File: src/rtl/fetch_sequencer.sv
// Instruction-fetch sequencer: drives the PC into a combinational instruction
// memory, buffers {pc, instr} in a 2-entry FIFO, handles redirects and PC faults.
//
// state | meaning
// RUN   | fetching sequentially from pc, pushing into the FIFO when there is room
// FAULT | halted on an illegal pc; only a redirect or reset leaves this state
module fetch_sequencer #(
    parameter int          MEM_SIZE = 16,
    parameter logic [63:0] RESET_PC = 64'h0
) (
    input  logic        clk,
    input  logic        reset,
    output logic [63:0] adr,
    input  logic [31:0] Instruction,
    input  logic        redirect_valid,
    input  logic [63:0] redirect_pc,
    output logic        out_valid,
    input  logic        out_ready,
    output logic [31:0] out_instr,
    output logic [63:0] out_pc,
    output logic        fault,
    output logic [63:0] fault_pc
);

    localparam logic [63:0] MEM_BYTES = 64'(MEM_SIZE) * 64'd4;

    typedef enum logic {RUN, FAULT} state_t;

    state_t      state, state_next;
    logic [63:0] pc, pc_next;
    logic [63:0] fault_pc_q, fault_pc_next;
    logic [1:0]  count, count_next;
    logic        rd_ptr, rd_ptr_next;
    logic        wr_ptr, wr_ptr_next;
    logic [63:0] fifo_pc    [2];
    logic [31:0] fifo_instr [2];
    logic        pop, push, legal;

    always_ff @(posedge clk) begin
        if (reset) begin
            state      <= RUN;
            pc         <= RESET_PC;
            fault_pc_q <= 64'h0;
            count      <= 2'd0;
            rd_ptr     <= 1'b0;
            wr_ptr     <= 1'b0;
        end else begin
            state      <= state_next;
            pc         <= pc_next;
            fault_pc_q <= fault_pc_next;
            count      <= count_next;
            rd_ptr     <= rd_ptr_next;
            wr_ptr     <= wr_ptr_next;
        end
    end

    // Payload storage needs no reset: out_valid masks stale entries.
    always_ff @(posedge clk) begin
        if (push) begin
            fifo_pc[wr_ptr]    <= pc;
            fifo_instr[wr_ptr] <= Instruction;
        end
    end

    always_comb begin
        pop   = (count != 2'd0) && out_ready;
        legal = (pc[1:0] == 2'b00) && (pc < MEM_BYTES);
        push  = (state == RUN) && legal && ((count < 2'd2) || pop) && !redirect_valid;

        state_next    = state;
        pc_next       = pc;
        fault_pc_next = fault_pc_q;
        count_next    = count;
        rd_ptr_next   = rd_ptr;
        wr_ptr_next   = wr_ptr;

        if (redirect_valid) begin
            // A pop in this cycle still completes for decode; its entry goes with the flush.
            state_next  = RUN;
            pc_next     = redirect_pc;
            count_next  = 2'd0;
            rd_ptr_next = 1'b0;
            wr_ptr_next = 1'b0;
        end else begin
            if (push) begin
                pc_next     = pc + 64'd4;
                wr_ptr_next = ~wr_ptr;
            end
            if (pop) begin
                rd_ptr_next = ~rd_ptr;
            end
            if (push && !pop) begin
                count_next = count + 2'd1;
            end else if (pop && !push) begin
                count_next = count - 2'd1;
            end
            if ((state == RUN) && !legal) begin
                state_next    = FAULT;
                fault_pc_next = pc;
            end
        end
    end

    assign adr       = pc;
    assign out_valid = (count != 2'd0);
    assign out_instr = fifo_instr[rd_ptr];
    assign out_pc    = fifo_pc[rd_ptr];
    assign fault     = (state == FAULT);
    assign fault_pc  = fault_pc_q;

endmodule
File: config.mk
export PLATFORM = sky130hd
export DESIGN_NAME = fetch_sequencer
export DESIGN_NICKNAME = d
export VERILOG_FILES = /design/src/rtl/fetch_sequencer.sv
export SDC_FILE = /design/constraint.sdc
export NUM_CORES = 1
export LEC_CHECK = 0
export BUFFER_PORTS_ARGS = -buffer_cell sky130_fd_sc_hd__buf_2
export CAP_MARGIN = 20
export CORE_ASPECT_RATIO = 2
export CORE_MARGIN = 2
export CORE_UTILIZATION = 47
export CTS_CLUSTER_DIAMETER = 60
export DETAILED_ROUTE_END_ITERATION = 16
export PLACE_DENSITY = 0.79
export SYNTH_ARGS = -nofsm -noshare
export SYNTH_HDL_FRONTEND = slang
export SYNTH_SLANG_ARGS = --single-unit
File: constraint.sdc
create_clock -name clk -period 10.15 [get_ports clk]
set_input_delay 2.03 -clock clk [delete_from_list [all_inputs] [get_ports clk]]
set_output_delay 2.03 -clock clk [all_outputs]
set_load 0.05 [all_outputs]
==> results of run 1 <==
[layer usage]
layer,vias to the layer above,wire length [um]
met3,68,1560
met1,3862,10900
met5,-,0
li1,3711,-
met4,0,1140
met2,275,16100
[placed cells by master, fill, tap and decap left out, drive strengths merged, types with 2 or more instances in the layout]
| cell type | netlist | routed |
|---|---|---|
| or4 | 2 | 2 |
| edfxtp | 192 | 192 |
| nor3 | 6 | 6 |
| diode | 0 | 6 |
| nor3b | 2 | 2 |
| o311a | 2 | 2 |
| nand3 | 5 | 5 |
| a211oi | 3 | 3 |
| clkbuf | 32 | 39 |
| nor4b | 2 | 2 |
| nand2 | 129 | 129 |
| buf | 17 | 336 |
| nand2b | 3 | 3 |
| nor2 | 64 | 64 |
| xor2 | 3 | 3 |
| inv | 4 | 7 |
| ha | 2 | 2 |
| o31ai | 2 | 2 |
| clkinv | 0 | 6 |
| nor4 | 18 | 18 |
| mux2 | 96 | 96 |
| mux2i | 123 | 123 |
| nand4 | 5 | 5 |
| dfxtp | 134 | 134 |
[cells by family after synthesis]
group           count (synthesis)  share of synthesized area [%]
fa+ha+maj                       2                          0.205
compound gates                 12                          0.811
mux                           219                           19.0
simple gates                  240                           8.54
buf+inv                        53                           1.89
flops                         326                           69.3
xor+xnor                        4                          0.287
[sequential cells by signal, summed over array words and instances, names as in the netlist, named ones only]
register    count
fault_pc       64
adr            64
fault           1
count           2
fifo_pc       128
rd_ptr          1
wr_ptr          1
fifo_instr     64
[worst reg2reg max path: stages (launching register included)]
cell                      delay (ps)
sky130_fd_sc_hd__dfxtp_1         350
sky130_fd_sc_hd__nor4_1          690
sky130_fd_sc_hd__nand4_2         250
sky130_fd_sc_hd__nor4_2          520
sky130_fd_sc_hd__nand3_1         330
sky130_fd_sc_hd__nor3b_2         220
sky130_fd_sc_hd__buf_4           540
sky130_fd_sc_hd__buf_4           690
[layout make-up]
| class | instances | area [sq um] | share of cell area, % |
|---|---|---|---|
| diodes | 6 | 15.0 | 0.100 |
| clock buffers | 39 | 751 | 5.01 |
| clock inverters | 11 | 100 | 0.667 |
| inverters | 4 | 17.5 | 0.117 |
| multi-input cells | 477 | 3530 | 23.5 |
| flip-flops and latches | 326 | 8450 | 56.3 |
| well taps | 340 | 425 | 2.84 |
| repair buffers | 336 | 1710 | 11.4 |
[worst min path at each step]
stage          slack, ps      endpoint    startpoint
2_1_floorplan        460        wr_ptr        wr_ptr
3_3_place_gp         440  fault_pc[40]  fault_pc[40]
3_5_place_dp         440  fault_pc[14]  fault_pc[14]
4_1_cts              460  fault_pc[14]  fault_pc[14]
5_1_grt              470  fault_pc[33]  fault_pc[33]
6_report             450   fault_pc[1]   fault_pc[1]
[power by group through the flow]
stage | Sequential (uW) | Combinational [uW] | Clock, uW
global route | 1460 | 229 | 1070
finish | 1450 | 216 | 1010
CTS | 1450 | 219 | 1030
floorplan | 1560 | 69.6 | 0
global placement | 1480 | 215 | 0
detailed placement | 1480 | 218 | 0
[metrics by stage]
| step | setup slack [ps] | instance area (sq um) | hold WS [ps] | std cells | total power [uW] |
|---|---|---|---|---|---|
| after floorplan | 14.1 | 12200 | 465 | 856 | 1630 |
| after global placement | 5750 | 14100 | 440 | 1483 | 1700 |
| after detailed placement | 5670 | 14100 | 444 | 1483 | 1700 |
| after CTS | 5350 | 15000 | 457 | 1533 | 2700 |
| after global routing | 5230 | 15000 | 470 | 1539 | 2760 |
| final | 5410 | 15000 | 454 | 1539 | 2680 |
==> results.py, run 1 <==
metrics = {
    "status": {
        "status": "finished clean",
    },
    "critical_path": {
        "crit_path_class": "reg -> out",
        "critical_path.cell_chain": "buf_4 -> mux2_2 -> buf_2",
        "regToRegEndpoint": "fifo_pc[1][62]",
        "worst_r2r_startpoint": "adr[47]",
        "crit_path_start_kind": "register",
        "worstSetupEndpoint": "out_pc[7]",
        "path_max_fanout": 50,
        "cp_slowest_stage_delay_ps": 790,
        "rrSetupSlack_ps": 6130,
        "critical_path.n_buffers_inverters": 2,
        "number_of_logic_stages_on_the_critical_path_including_buffering": 3,
        "crit_arrival_ps": 2710,
        "crit_path_top_delay_cell": "sky130_fd_sc_hd__dfxtp_4",
        "crit_path_end_kind": "primary output",
        "critical_path.top_delay_family": "buffers and inverters",
        "reg2reg_depth": 7,
        "required_arrival_time_at_the_worst_endpoint_ps": 8120,
    },
    "logic_synthesis": {
        "proportion_of_netlist_area_held_by_the_largest_area_contributor_pct": 47.3,
        "mappedNetlistNets": 958,
        "ys_types": 38,
        "synth-seq-area-share_pct": 69.3,
        "synth_common_cells": "192 x sky130_fd_sc_hd__edfxtp_1, 134 x sky130_fd_sc_hd__dfxtp_1, 129 x sky130_fd_sc_hd__nand2_1, 123 x sky130_fd_sc_hd__mux2i_1, 96 x sky130_fd_sc_hd__mux2_2",
        "ys_ff_latch": 326,
        "post_synth_main_area_contributors": "sky130_fd_sc_hd__edfxtp_1 47%, sky130_fd_sc_hd__dfxtp_1 22%, sky130_fd_sc_hd__mux2i_1 10%",
        "postSynthAreaPerCell_sq_um": 14.2,
        "syn-cell-area_sq_um": 12200,
        "asyncSetResetFlopFracSynth_pct": 0,
        "synth_most_common_cell": "sky130_fd_sc_hd__edfxtp_1",
        "yosys_most_used_dff": "sky130_fd_sc_hd__edfxtp_1",
        "netlist_instances": 856,
        "ys.warnings.count": 0,
        "synth_top_area_cell": "sky130_fd_sc_hd__edfxtp_1",
        "synth_enable_flop_cells": 192,
    },
    "timing": {
        "max_freq_mhz": 211,
        "timing.final.crit_period_ps": 4740,
        "grt_setup_unrepaired": "false",
        "period_share_pct": 46.7,
        "relSlewSlack_pct": 28.3,
        "clock-skew-final_ps": 18.2,
        "totalNegativeSetupSlack_ps": 0,
        "worst_slew_pin_slew_ps": 1080,
        "timing.final.hold_violations": 0,
        "slew_violations": 0,
        "setup_viol": 0,
    },
    "min_path": {
        "hold_depth": 2,
        "hp-class": "reg -> reg",
    },
    "job": {
        "maxCapViolCount": 0,
    },
    "global_route": {
        "grt_pass1_vias": 7797,
        "gr-usage-met2_pct": 38.0,
        "grt_use_total_pct": 20.7,
        "grt_util_met1_pct": 22.8,
        "globalRouteOverflowTotal": 0,
        "grt_pass1_wl_um": 43900,
        "maximum_number_of_pins_on_one_net_before_global_route_repair": 85,
        "number_of_antenna_violations_at_the_first_check_in_global_routing": 7,
        "global_route.peak_usage_layer": "met2",
        "globalRouteMet3Util_pct": 3.76,
    },
    "layout": {
        "area_delta_synth_final_pct": 23.0,
        "finish.net_count": 1274,
        "post-route-util_pct": 58.7,
        "layout_cell_share_with_drive_strength_beyond_1_pct": 40.5,
        "fillCellCount": 2127,
    },
    "floorplan": {
        "core.rowCount": 83,
        "pin_count": 326,
        "die_area_sq_um": 27300,
        "chipWidth_um": 118,
        "coreArea_sq_um": 25500,
        "floorplan.initialDensity_pct": 47.7,
        "die_h_um": 232,
    },
    "place": {
        "io_buffers": 325,
        "globalplace.congestion": 0.825,
        "dp_hpwl_um": 20100,
    },
    "clocking": {
        "root_buffer": "sky130_fd_sc_hd__clkbuf_16",
        "cts.sink_count": 326,
        "clock_transition_time_at_the_flip_flop_clock_pins_of_the_worst_setup_and_hold_paths_ps": 70,
        "htree_num_levels": 1,
        "cts_buffers": 27,
        "cts-resized-gates": 0,
        "cts.path.max_buffers": 3,
        "post_cts_hold_buffer_count": 0,
        "clk-insertion-delay-late_ps": 550,
        "cts_tree": "done",
        "buffer_count_from_post_cts_setup_fixing": 0,
    },
    "drt": {
        "route.final.wire_length_um": 29600,
        "drt-vias-per-instance": 5.14,
        "post_drt_wl_per_cell_um": 19.3,
        "antenna_violating_nets_post_route": 0,
        "detailedRoute.firstPassIterationCount": 4,
        "drt_drc_violations_left": 0,
        "detailroute.via_count": 7916,
        "detailedRoute.firstIterationViolations": 601,
    },
    "power_and_ir_drop": {
        "power.combinational.fraction_pct": 8.1,
        "worst_ir_drop_vdd_mv": 0.148,
        "power.static_leakage_uw": 0.00604,
        "sequentialPowerShare_pct": 54.4,
        "power_per_cell_area_nw_per_um2": 178,
        "p_sw_uw": 647,
        "cell_internal_pwr_uw": 2030,
        "p_sw_share_pct": 24.2,
        "power_frac_clock_pct": 37.6,
    },
}
No activity file was read; power rests on OpenSTA's default activity.
==> run 2: changes to the inputs <==
Settings changed: ABC_AREA from default to 1, CORE_UTILIZATION 47 to 52, PLACE_DENSITY 0.79 to 0.83.
Clock period 10.15 ns to 4.6 ns, I/O delays scaled along.
==> run 2 against run 1 <==
  * Final cell count increased by 3.2%
  * Setup slack worse by 4200 ps
  * Cell area down 1.7%
  * Sequential share of layout area grew 0.95 points
  * Synthesized area is 0.83% lower
  * Synthesized cell count increased by 14%
  * First-iteration DRC count grew 5.0%
  * Flip-flop and latch count is the same
  * Wire length fell by 1.9%
  * Global-route usage rose by 2.0 points
  * Die area shrank 10%
  * Critical path type unchanged
==> results.py, run 2 <==
metrics = {
    "status": {
        "status": "finished clean",
    },
    "drt": {
        "route.final.wire_length_um": 29100,
        "drt_drc_violations_left": 0,
        "drt-vias-per-instance": 5.43,
        "detailedRoute.firstIterationViolations": 631,
        "antenna_violating_nets_post_route": 0,
        "detailedRoute.firstPassIterationCount": 4,
        "detailroute.via_count": 8623,
        "post_drt_wl_per_cell_um": 18.3,
    },
    "global_route": {
        "grt_use_total_pct": 22.7,
        "grt_pass1_vias": 8397,
        "maximum_number_of_pins_on_one_net_before_global_route_repair": 79,
        "grt_util_met1_pct": 28.6,
        "globalRouteOverflowTotal": 0,
        "global_route.peak_usage_layer": "met2",
        "number_of_antenna_violations_at_the_first_check_in_global_routing": 1,
        "gr-usage-met2_pct": 38.2,
        "grt_pass1_wl_um": 44400,
        "globalRouteMet3Util_pct": 5.72,
    },
    "clocking": {
        "clock_transition_time_at_the_flip_flop_clock_pins_of_the_worst_setup_and_hold_paths_ps": 70,
        "post_cts_hold_buffer_count": 0,
        "buffer_count_from_post_cts_setup_fixing": 0,
        "cts-resized-gates": 0,
        "cts.path.max_buffers": 3,
        "htree_num_levels": 1,
        "clk-insertion-delay-late_ps": 540,
        "cts_buffers": 27,
        "root_buffer": "sky130_fd_sc_hd__clkbuf_16",
        "cts_tree": "done",
        "cts.sink_count": 326,
    },
    "min_path": {
        "hp-class": "reg -> reg",
    },
    "place": {
        "globalplace.congestion": 0.782,
        "dp_hpwl_um": 19300,
        "io_buffers": 325,
    },
    "critical_path": {
        "required_arrival_time_at_the_worst_endpoint_ps": 3680,
        "crit_path_class": "reg -> out",
        "critical_path.cell_chain": "buf_4 -> mux2_2 -> buf_2",
        "crit_arrival_ps": 2450,
        "crit_path_top_delay_cell": "sky130_fd_sc_hd__dfxtp_4",
        "rrSetupSlack_ps": 1690,
        "cp_slowest_stage_delay_ps": 810,
        "path_max_fanout": 53,
        "crit_path_start_kind": "register",
        "crit_path_end_kind": "primary output",
    },
    "logic_synthesis": {
        "synth_top_area_cell": "sky130_fd_sc_hd__edfxtp_1",
        "synth_common_cells": "192 x sky130_fd_sc_hd__edfxtp_1, 134 x sky130_fd_sc_hd__dfxtp_1, 129 x sky130_fd_sc_hd__a21oi_1, 96 x sky130_fd_sc_hd__mux2_2, 94 x sky130_fd_sc_hd__nand2_1",
        "synth-seq-area-share_pct": 69.9,
        "ys.warnings.count": 0,
        "ys_types": 23,
        "asyncSetResetFlopFracSynth_pct": 0,
        "mappedNetlistNets": 1081,
        "yosys_most_used_dff": "sky130_fd_sc_hd__edfxtp_1",
        "post_synth_main_area_contributors": "sky130_fd_sc_hd__edfxtp_1 48%, sky130_fd_sc_hd__dfxtp_1 22%, sky130_fd_sc_hd__mux2_2 8.9%",
        "ys_ff_latch": 326,
        "syn-cell-area_sq_um": 12100,
        "postSynthAreaPerCell_sq_um": 12.3,
        "synth_most_common_cell": "sky130_fd_sc_hd__edfxtp_1",
        "netlist_instances": 979,
        "proportion_of_netlist_area_held_by_the_largest_area_contributor_pct": 47.7,
        "synth_enable_flop_cells": 192,
    },
    "power_and_ir_drop": {
        "power_per_cell_area_nw_per_um2": 407,
        "power.static_leakage_uw": 0.00586,
        "worst_ir_drop_vdd_mv": 0.352,
        "totalPowerFinal_uw": 6000,
    },
    "timing": {
        "setup_viol": 0,
        "slew_violations": 0,
        "timing.final.hold_violations": 0,
        "clock-skew-final_ps": 11.1,
        "holdWs_ps": 442,
        "timing.final.crit_period_ps": 3370,
        "totalNegativeSetupSlack_ps": 0,
        "max_freq_mhz": 297,
        "period_share_pct": 73.2,
        "worst_slew_pin_slew_ps": 906,
        "grt_setup_unrepaired": "false",
        "relSlewSlack_pct": 39.4,
    },
    "layout": {
        "mostFrequentLayoutCell": "sky130_fd_sc_hd__buf_2",
        "area_of_the_multi_input_gates_sq_um": 3070,
        "area_delta_synth_final_pct": 22.0,
        "fillCellCount": 1721,
        "commonest_cells_after_routing_fill_and_taps_aside": "325 x sky130_fd_sc_hd__buf_2, 192 x sky130_fd_sc_hd__edfxtp_1, 133 x sky130_fd_sc_hd__dfxtp_1",
        "antennaDiodeCount": 0,
        "layout_cell_share_with_drive_strength_beyond_1_pct": 36.9,
        "most_flop_heavy_register": "fifo_pc",
        "largest_register_ffs": 128,
        "finish.net_count": 1388,
        "regArea_sq_um": 8450,
    },
    "floorplan": {
        "core.rowCount": 79,
        "chipWidth_um": 112,
        "die_h_um": 220,
        "coreArea_sq_um": 23000,
        "floorplan.initialDensity_pct": 52.5,
        "die_area_sq_um": 24600,
        "pin_count": 326,
    },
    "job": {
        "maxCapViolCount": 0,
    },
}
## run 2: cell types whose count changed after synthesis, sizes merged, moves of 6 or more
| cell | previous run | this run |
|---|---|---|
| nor2 | 64 | 48 |
| nor3 | 6 | 0 |
| buf | 17 | 36 |
| inv | 4 | 77 |
| o21ai | 0 | 72 |
| clkbuf | 32 | 24 |
| nand3 | 5 | 65 |
| a21oi | 1 | 129 |
| nand2 | 129 | 94 |
| mux2i | 123 | 1 |
| nor4 | 18 | 0 |
## run 2: critical path, delay by kind of cell (launching register included)
family	cells	cell delay [ps]
flip-flops	1	810
multiplexers	1	390
buffers and inverters	2	660
## run 2: cell type report
type | count | area share, %
tap | 283 | 2.40
inverter | 77 | 1.98
clock buffer | 37 | 5.05
multi-input combinational | 516 | 20.8
clock inverter | 12 | 0.636
timing repair buffer | 338 | 11.9
sequential | 326 | 57.3
## run 2: path summary, 6_finish.rpt
path / from / endpoint / cells past startpoint
worst min-delay path: fault_pc[6] / fault_pc[6] / 2
worst min register to register: fault_pc[6] / fault_pc[6] / 2
worst max register to register: adr[62] / fifo_pc[0][60] / 10
worst max-delay path: register / out_pc[54] / 3
## run 2: logic make-up after synthesis
| family | Yosys count | synth area share [%] |
|---|---|---|
| buffers and inverters | 137 | 4.87 |
| XOR/XNOR | 3 | 0.217 |
| AND/OR/NAND/NOR | 211 | 7.35 |
| flip-flops | 326 | 69.9 |
| multiplexers | 97 | 9.03 |
| adder cells (fa/ha/maj) | 2 | 0.207 |
| AO/OA/AOI/OAI | 203 | 8.45 |
## run 2: per-layer routing
metal	wire length, um	share of wire [%]	up-vias
li1	-	-	4024
met1	11400	39	4079
met2	14100	48	464
met3	2860	9.8	54
met4	716	2.5	2
met5	12	0.041	-
## run 2: per-stage QoR
stage / worst slack, ps / util [%] / std cells / cell area (sq um)
6_report: 1230 / 64.1 / 1589 / 14800
4_1_cts: 1190 / 64.0 / 1588 / 14700
5_1_grt: 1140 / 64.1 / 1589 / 14800
3_3_place_gp: 1560 / 60.3 / 1539 / 13900
3_5_place_dp: 1500 / 60.3 / 1539 / 13900
2_1_floorplan: 49.5 / - / 979 / 12100
## run 2: report_power, final
group          internal (uW)  switching (uW)  leakage, uW
sequential              3150            77.7      0.00283
clock                   1200            1010     0.000417
combinational            141             426      0.00262
total                   4490            1510      0.00586
